File: src/rtl/cc_randomgen_pkg.sv
// Shared definitions for the random word generator: FSM states and LFSR constants.
// The tap mask selects bits 7,5,4,3, i.e. the polynomial x^8+x^6+x^5+x^4+1.
package cc_randomgen_pkg;

    typedef enum logic [1:0] {
        IDLE  = 2'd0,
        SHIFT = 2'd1,
        VALID = 2'd2
    } randomgen_state_t;

    localparam logic [7:0] TAP_MASK           = 8'hB8;
    localparam logic [7:0] DEFAULT_RESET_SEED = 8'hA5;

endpackage

File: src/rtl/cc_lfsr8_step.sv
// One step of the 8-bit Fibonacci LFSR: shift left, feedback enters at bit 0.
// A nonzero state never maps to zero, so the sequence has period 255.
module cc_lfsr8_step
    import cc_randomgen_pkg::*;
(
    input  logic [7:0] state,
    output logic [7:0] next_state
);

    assign next_state = {state[6:0], ^(state & TAP_MASK)};

endmodule

File: src/rtl/cc_random_gen.sv
// Random word generator: steps an LFSR a fixed number of times per request and
// presents the result with a valid/ack handshake to the consumer mux.
module cc_random_gen
    import cc_randomgen_pkg::*;
#(
    parameter int         RANDOMGEN_RANDOMWIDTH = 8,
    parameter int         RANDOMGEN_SELECTWIDTH = 2,
    parameter int         RANDOMGEN_SHIFTS      = 8,
    parameter logic [7:0] RANDOMGEN_RESETSEED   = DEFAULT_RESET_SEED
)
(
    input  logic                             CC_RANDOMGEN_CLOCK_50,
    input  logic                             CC_RANDOMGEN_RESET_InHigh,
    input  logic                             CC_RANDOMGEN_seedLoad_In,
    input  logic [RANDOMGEN_RANDOMWIDTH-1:0] CC_RANDOMGEN_seed_InBUS,
    input  logic                             CC_RANDOMGEN_request_In,
    input  logic                             CC_RANDOMGEN_ack_In,
    output logic [RANDOMGEN_RANDOMWIDTH-1:0] CC_RANDOMGEN_RANDOM_OutBUS,
    output logic [RANDOMGEN_SELECTWIDTH-1:0] CC_RANDOMGEN_select_OutBUS,
    output logic                             CC_RANDOMGEN_valid_Out,
    output logic                             CC_RANDOMGEN_busy_Out
);

    // Counter reload: the final step is taken when the counter reads zero.
    localparam logic [7:0] SHIFT_LOAD = 8'(RANDOMGEN_SHIFTS - 1);

    randomgen_state_t state;
    logic [7:0]       lfsr;
    logic [7:0]       lfsr_next;
    logic [7:0]       count;
    logic [7:0]       seed_raw;
    logic [7:0]       seed_value;

    cc_lfsr8_step u_step (
        .state      (lfsr),
        .next_state (lfsr_next)
    );

    // A zero seed would lock the LFSR at zero, so it is replaced by the reset seed.
    assign seed_raw   = 8'(CC_RANDOMGEN_seed_InBUS);
    assign seed_value = (seed_raw == 8'h00) ? RANDOMGEN_RESETSEED : seed_raw;

    always_ff @(posedge CC_RANDOMGEN_CLOCK_50) begin
        if (CC_RANDOMGEN_RESET_InHigh) begin
            lfsr                       <= RANDOMGEN_RESETSEED;
            state                      <= IDLE;
            count                      <= 8'd0;
            CC_RANDOMGEN_RANDOM_OutBUS <= '0;
            CC_RANDOMGEN_select_OutBUS <= '0;
            CC_RANDOMGEN_valid_Out     <= 1'b0;
            CC_RANDOMGEN_busy_Out      <= 1'b0;
        end else if (CC_RANDOMGEN_seedLoad_In) begin
            lfsr                   <= seed_value;
            state                  <= IDLE;
            count                  <= 8'd0;
            CC_RANDOMGEN_valid_Out <= 1'b0;
            CC_RANDOMGEN_busy_Out  <= 1'b0;
        end else begin
            case (state)
                IDLE: begin
                    if (CC_RANDOMGEN_request_In) begin
                        state                 <= SHIFT;
                        count                 <= SHIFT_LOAD;
                        CC_RANDOMGEN_busy_Out <= 1'b1;
                    end
                end
                SHIFT: begin
                    lfsr <= lfsr_next;
                    if (count == 8'd0) begin
                        CC_RANDOMGEN_RANDOM_OutBUS <= RANDOMGEN_RANDOMWIDTH'(lfsr_next);
                        CC_RANDOMGEN_select_OutBUS <= lfsr_next[RANDOMGEN_SELECTWIDTH-1:0];
                        CC_RANDOMGEN_valid_Out     <= 1'b1;
                        state                      <= VALID;
                    end else begin
                        count <= count - 8'd1;
                    end
                end
                VALID: begin
                    // Ack with a fresh request chains straight into the next word.
                    if (CC_RANDOMGEN_ack_In) begin
                        CC_RANDOMGEN_valid_Out <= 1'b0;
                        if (CC_RANDOMGEN_request_In) begin
                            state <= SHIFT;
                            count <= SHIFT_LOAD;
                        end else begin
                            state                 <= IDLE;
                            CC_RANDOMGEN_busy_Out <= 1'b0;
                        end
                    end
                end
                default: begin
                    state                  <= IDLE;
                    count                  <= 8'd0;
                    CC_RANDOMGEN_valid_Out <= 1'b0;
                    CC_RANDOMGEN_busy_Out  <= 1'b0;
                end
            endcase
        end
    end

endmodule

File: config.mk
export PLATFORM = sky130hd
export DESIGN_NAME = cc_random_gen
export DESIGN_NICKNAME = d
export VERILOG_FILES = /design/src/rtl/cc_randomgen_pkg.sv /design/src/rtl/cc_lfsr8_step.sv /design/src/rtl/cc_random_gen.sv
export SDC_FILE = /design/constraint.sdc
export NUM_CORES = 1
export LEC_CHECK = 0
export CORE_MARGIN = 2
export CORE_UTILIZATION = 51
export DETAILED_ROUTE_END_ITERATION = 12
export PLACE_DENSITY = 0.77
export SETUP_SLACK_MARGIN = 0.4
export SYNTH_ARGS = -nofsm -noshare
export SYNTH_HDL_FRONTEND = slang
export SYNTH_SLANG_ARGS = --single-unit
File: constraint.sdc
create_clock -name CC_RANDOMGEN_CLOCK_50 -period 2.2 [get_ports CC_RANDOMGEN_CLOCK_50]
set_input_delay 0.44 -clock CC_RANDOMGEN_CLOCK_50 [delete_from_list [all_inputs] [get_ports CC_RANDOMGEN_CLOCK_50]]
set_output_delay 0.44 -clock CC_RANDOMGEN_CLOCK_50 [all_outputs]
set_load 0.02 [all_outputs]
==> reports/metrics.csv, run 1 <==
stage;metric;value;unit
run_status;status;complete, no violations;
worst_hold_path;Hold Crit Class;register to register;
routing;vias per cell;5.92;
floorplan;I/O Pins;25;
worst_setup_path;R2R depth;5;
synthesis;flop and latch count out of synthesis;28;
sta;worst slew pin tran;0.435;ns
clock_tree;Worst-Skew Late Latency;0.34;ns
floorplan;Die Wd;57.0;um
synthesis;top cells by area, synth;dfxtp_1, mux2i_1, mux2_2;
layout;Syn-to-layout area delta;26.4;%
sta;Slew HR;71.0;%
job;Max Cap Viol;0;
layout;FILL cells;243;
floorplan;DIE AREA;3250;um^2
synthesis;Synth cell types;43;
layout;layout cells sized above 1;21.4;%
power;PnR Total Power;1.00;mW
worst_setup_path;CP endpoint kind;register;
synthesis;sequential-to-total area share from yosys stat;39.1;%
synthesis;Main synth FF type;dfxtp_1;
worst_hold_path;hold path startpoint;CC_RANDOMGEN_valid_Out;
clock_tree;TritonCTS Buffers;3;
power;peak supply drop;0.000431;V
synthesis;share of the synthesized area in the top cell type;39.1;%
power;P_leak;0.751;nW
placement;Placed Area;1700;um^2
synthesis;cell count after synthesis;156;
routing;via count;1261;
synthesis;Mean Syn Cell Area;9.19;um^2
routing;DR WL/cell;15.5;um
synthesis;Warnings, synthesis;0;
worst_setup_path;RR Endpoint;CC_RANDOMGEN_RANDOM_OutBUS[6];
worst_hold_path;hold-critical path depth;2;
power;pwr dens;553;nW/um^2
global_route;vias in the first global route;1213;
worst_setup_path;CP required;2.44;ns
sta;Slew Viols, Final;0;
floorplan;Rows;19;
sta;Fmax;0.558;GHz
layout;diodes inserted;0;
sta;Final Hold Viols;0;
clock_tree;depth of the CTS H-tree;1;
clock_tree;Worst-path clk slew;0.15;ns
sta;Tmin final;1.79;ns
floorplan;Core Area;2710;um^2
worst_setup_path;CP peak stage delay;0.58;ns
sta;unrepaired setup endpoints after global routing;yes;
floorplan;die span in y;57.0;um
synthesis;Post-synth ARST share;0;%
worst_setup_path;crit path launch type;register;
worst_setup_path;r2r setup slk;0.41;ns
worst_setup_path;FF-to-FF Start;count[5];
worst_setup_path;critical path arrival;2.04;ns
sta;endpoints failing setup;0;
worst_hold_path;WHS Endpoint;CC_RANDOMGEN_valid_Out;
synthesis;Net Count, Synth;171;
clock_tree;CTS tree;done;
worst_setup_path;critical path's slowest cell;or4_4;
routing;DRC;0;
placement;port buffer count;24;
floorplan;Initial Util;52.9;%
global_route;Total Routing Usage GR;21.9;%
synthesis;area leader, netlist;dfxtp_1;
global_route;first-pass GRT wire length;5.66;mm
sta;Final period util;81.5;%
layout;design area;1810;um^2
routing;post-route antenna net violation count;0;
routing;drt first pass iters;4;
clock_tree;clock sinks;28;
placement;RePlAce Congestion;0.787;
synthesis;most instantiated cells after synthesis;dfxtp_1, nor2_1, mux2i_1;
synthesis;synthesized cell area;1430;um^2
worst_setup_path;WS Path Type;register to register;
global_route;initial antenna violation count;0;
synthesis;Post-synth EDFFs;0;
clock_tree;root buffer selected by CTS;clkbuf_4;
sta;setup_tns;0;ns
clock_tree;clock buffer depth;2;
routing;WL final;3.30;mm
worst_setup_path;crit-path cells;or4_4 -> nor4_4 -> buf_4 -> mux2i_1 -> nor2_1;
placement;dpl hpwl;2.32;mm
worst_setup_path;crit path max fanout;3;
placement;# placed instances;206;
layout;fin cells;213;
sta;Layout Skew;0.00830;ns
clock_tree;# hold bufs at CTS;0;
global_route;GRT Residual Overflow;0;
layout;Layout Nets;199;
synthesis;most frequent cell after synthesis;dfxtp_1;
global_route;largest net degree at the start of global routing;17;
routing;initial DRC count;49;
sequential cells by signal (all words and copies together) (netlist names):
register / flops
CC_RANDOMGEN_valid_Out: 1
CC_RANDOMGEN_RANDOM_OutBUS: 8
lfsr: 8
state: 2
CC_RANDOMGEN_busy_Out: 1
count: 8
per-layer routing:
layer | routed length, um | track usage [%]
met1 | 1460 | 27.8
met2 | 1630 | 36.8
met3 | 133 | 3.85
met4 | 80 | 8.97
met5 | 0 | 0
critical path: cells and delay by family (launching register included):
family | cells | cell delay (ns)
buffers and inverters | 1 | 0.19
muxes | 1 | 0.18
DFF | 1 | 0.37
and+or+nand+nor | 3 | 0.96
stage by stage:
stage | utilization, % | worst slack (ns) | hold WS [ns]
final | 66.9 | 0.408 | 0.503
after global routing | 66.9 | 0.330 | 0.533
after CTS | 65.3 | 0.401 | 0.512
after detailed placement | 62.8 | 0.0597 | 0.490
after global placement | 62.8 | 0.160 | 0.470
after floorplan | - | 0.492 | 0.462
timing repair:
| action | 4_1_cts | 5_1_grt |
|---|---|---|
| resized for setup | 10 | 10 |
| hold endpoints to repair | 0 | 0 |
| setup buffers | 2 | 2 |
| endpoints found under the setup margin | 9 | 17 |
| pin swaps | 2 | 5 |
final cells by class:
class | count | area [um^2] | share of cell area (%)
Multi-Input combinational cell | 111 | 825 | 45.5
Clock buffer | 3 | 22.5 | 1.24
Inverter | 6 | 25.0 | 1.38
Sequential cell | 28 | 569 | 31.4
Tap cell | 31 | 38.8 | 2.14
Timing Repair Buffer | 34 | 332 | 18.3
report_power, final:
group / internal, mW / switching, mW / leakage, nW / total, mW
clock: 0.0646 / 0.153 / 0.0138 / 0.218
combinational: 0.118 / 0.110 / 0.506 / 0.229
sequential: 0.530 / 0.0254 / 0.231 / 0.555
placed cells by master (no fill, tap or decap), drive strengths merged, types with 5 or more instances in the layout:
cell type       n
dlymetal6s2s    5
clkdlybuf4s50  19
nand2           8
nand2b          8
nor2           17
mux2            7
inv             6
dfxtp          28
a21oi           9
mux2i          15
buf            10
cells by family after synthesis:
family                   synth area share (%)
XOR/XNOR                                 1.83
buffers and inverters                    5.58
AND/OR/NAND/NOR                          21.3
AO/OA/AOI/OAI                            14.5
flip-flops                               39.1
adder cells (fa/ha/maj)                  1.74
multiplexers                             16.0
worst max-delay path by stage:
stage / startpoint / endpoint / slack (ns)
after floorplan: count[1] / CC_RANDOMGEN_RANDOM_OutBUS[1] / 0.49
after global placement: CC_RANDOMGEN_seed_InBUS[4] / lfsr[5] / 0.16
after detailed placement: CC_RANDOMGEN_seed_InBUS[4] / lfsr[5] / 0.06
after CTS: CC_RANDOMGEN_RANDOM_OutBUS[0] / CC_RANDOMGEN_RANDOM_OutBUS[0] / 0.40
after global routing: count[0] / CC_RANDOMGEN_RANDOM_OutBUS[7] / 0.33
final: count[5] / CC_RANDOMGEN_RANDOM_OutBUS[6] / 0.41
No activity file was read; power rests on OpenSTA's default activity.
==> run 2, diff against run 1 <==
==> constraint.sdc (replaced) <==
create_clock -name CC_RANDOMGEN_CLOCK_50 -period 1.72 [get_ports CC_RANDOMGEN_CLOCK_50]
set_input_delay 0.344 -clock CC_RANDOMGEN_CLOCK_50 [delete_from_list [all_inputs] [get_ports CC_RANDOMGEN_CLOCK_50]]
set_output_delay 0.344 -clock CC_RANDOMGEN_CLOCK_50 [all_outputs]
set_load 0.02 [all_outputs]
==> run 2 against run 1 <==
Against the previous run: the run now ends with setup timing left; clock skew down 0.0017 ns; flip-flop and latch count unchanged; hold slack worse by 0.12 ns; core utilization up 12 points; global-route usage up 2.8 points; sequential power up 27%; sequential share of layout area down 4.4 points; maximum frequency down 1.3%; worst setup slack worse by 0.50 ns; combinational power up 89%; via count up 7.9%; critical endpoint is now CC_RANDOMGEN_RANDOM_OutBUS[7]; largest cell class unchanged; highest routed layer unchanged.
==> reports/metrics.csv, run 2 (same netlist as run 1, synthesis figures left out) <==
stage;metric;value;unit;change
worst_setup_path;crit path max fanout;9;;was 3
layout;diodes inserted;0;;unchanged
routing;WL final;3.91;mm;was 3.30 mm
floorplan;Die Wd;57.0;um;unchanged
power;pwr dens;742;nW/um^2;was 553 nW/um^2
clock_tree;TritonCTS Buffers;3;;unchanged
routing;drt first pass iters;4;;unchanged
layout;top flop regs;CC_RANDOMGEN_RANDOM_OutBUS x8, count x8, lfsr x8;;unchanged
sta;Fmax;0.551;GHz;was 0.558 GHz
routing;via count;1360;;was 1261
placement;RePlAce Congestion;0.823;;was 0.787
routing;vias per cell;5.71;;was 5.92
run_status;status;finished, violations left;;was complete, no violations
clock_tree;clock buffer depth;2;;unchanged
global_route;gr busiest metal;met2;;unchanged
layout;Syn-to-layout area delta;48.6;%;was 26.4%
job;Max Cap Viol;0;;unchanged
global_route;GR Util met1;27.5;%;was 27.8%
worst_setup_path;WS Path Type;register to register;;unchanged
sta;Final period util;106;%;was 81.5%
placement;port buffer count;24;;unchanged
sta;Slew HR;74.9;%;was 71.0%
global_route;largest net degree at the start of global routing;17;;unchanged
placement;dpl hpwl;2.55;mm;was 2.32 mm
power;peak supply drop;0.000610;V;was 0.000431 V
power;PnR Total Power;1.58;mW;was 1.00 mW
floorplan;die span in y;57.0;um;unchanged
routing;DR WL/cell;16.4;um;was 15.5 um
global_route;Total Routing Usage GR;24.6;%;was 21.9%
sta;worst slew pin tran;0.374;ns;was 0.435 ns
worst_setup_path;CP required;1.97;ns;was 2.44 ns
global_route;GR Util met2;44.5;%;was 36.8%
worst_hold_path;Hold Crit Class;input port to register;;was register to register
sta;endpoints failing setup;11;;was 0
layout;most frequent cells in the layout;buf_4, dfxtp_1, nor2_1;;was dfxtp_1, clkdlybuf4s50_1, nor2_1
clock_tree;Worst-path clk slew;0.16;ns;was 0.15 ns
routing;initial DRC count;30;;was 49
routing;DRC;0;;unchanged
sta;Tmin final;1.82;ns;was 1.79 ns
sta;Slew Viols, Final;0;;unchanged
routing;post-route antenna net violation count;0;;unchanged
global_route;initial antenna violation count;0;;unchanged
worst_setup_path;CP endpoint kind;register;;unchanged
layout;layout cells sized above 1;46.9;%;was 21.4%
clock_tree;depth of the CTS H-tree;1;;unchanged
clock_tree;clock sinks;28;;unchanged
worst_setup_path;crit path launch type;register;;unchanged
floorplan;I/O Pins;25;;unchanged
power;P_leak;0.877;nW;was 0.751 nW
floorplan;Initial Util;52.9;%;unchanged
clock_tree;CTS tree;done;;unchanged
sta;setup_tns;-0.439;ns;was 0 ns
clock_tree;root buffer selected by CTS;clkbuf_4;;unchanged
floorplan;DIE AREA;3250;um^2;unchanged
sta;Final Hold Viols;0;;unchanged
sta;unrepaired setup endpoints after global routing;yes;;unchanged
global_route;vias in the first global route;1408;;was 1213
sta;Final WS setup;-0.0954;ns;was 0.408 ns
sta;Layout Skew;0.00658;ns;was 0.00830 ns
clock_tree;Worst-Skew Late Latency;0.34;ns;about the same
floorplan;Rows;19;;unchanged
worst_setup_path;critical path arrival;2.06;ns;was 2.04 ns
layout;commonest non-fill, non-tap cell in the layout;buf_4;;was dfxtp_1
global_route;GRT Residual Overflow;0;;unchanged
layout;Layout Nets;223;;was 199
floorplan;Core Area;2710;um^2;unchanged
global_route;grt met3 use;4.76;%;was 3.85%
global_route;first-pass GRT wire length;6.33;mm;was 5.66 mm
run_status;failing checks;setup timing;;
## run 2: changes by cell type in the layout (fill, tap and decap cells not counted), moves of 5 or more
| cell | change |
|---|---|
| clkdlybuf4s50_1 | -14 |
| dlymetal6s2s_1 | -5 |
| buf_4 | +16 |
| dfxtp_2 | +6 |
| buf_2 | +11 |
| buf_6 | +6 |
| dfxtp_1 | -6 |
| dlygate4sd2_1 | +7 |
## run 2: cell type report
class / instances / area [um^2]
clock buffer: 3 / 22.5
clock inverter: 1 / 30.0
fill: 180 / 579
inverter: 6 / 22.5
multi-input combinational: 111 / 956
sequential: 28 / 577
tap: 31 / 38.8
timing repair buffer: 58 / 484
## run 2: what timing repair did
action | CTS | global route
buffers inserted | 7 | 8
setup endpoints to repair | 39 | 37
hold buffers | 0 | 0
pin swaps | 19 | 8
gates resized for setup | 77 | 15
## run 2: power by group
group	total (mW)	internal [mW]	switching (mW)	leakage (nW)
Sequential	0.707	0.678	0.0288	0.234
Combinational	0.432	0.234	0.198	0.615
Clock	0.442	0.236	0.206	0.0279
Total	1.58	1.15	0.433	0.877
## run 2: stage by stage
step / util, % / std cells / setup slack, ns / area (um^2) / hold WS, ns
floorplan: - / 156 / 0.0722 / 1500 / 0.460
global placement: 69.2 / 219 / -0.126 / 1870 / 0.469
detailed placement: 69.2 / 219 / -0.160 / 1870 / 0.486
CTS: 78.3 / 230 / -0.0738 / 2120 / 0.381
global route: 78.6 / 238 / -0.151 / 2130 / 0.402
finish: 78.6 / 238 / -0.0954 / 2130 / 0.383
## run 2: layer usage
layer  vias to the layer above  share of wire, %
met5                         -                 0
met4                         0               3.7
met3                        18               4.7
met2                        41                53
met1                       644                39
li1                        657                 -
## run 2: critical path, cell delays in order (launching register included)
cell	delay (ns)
dfxtp_2	0.37
inv_2	0.08
ha_4	0.14
or3b_4	0.41
nor4_4	0.27
buf_12	0.18
mux2i_1	0.22
nor2_1	0.06
## run 2: worst paths after layout
path / from / end / slack [ns] / depth (start not counted)
min reg2reg: CC_RANDOMGEN_valid_Out / CC_RANDOMGEN_valid_Out / 0.51 / 2
max: count[0] / CC_RANDOMGEN_RANDOM_OutBUS[7] / -0.1 / 7
min: CC_RANDOMGEN_seed_InBUS[5] / lfsr[5] / 0.38 / 3
max reg2reg: count[0] / CC_RANDOMGEN_RANDOM_OutBUS[7] / -0.1 / 7
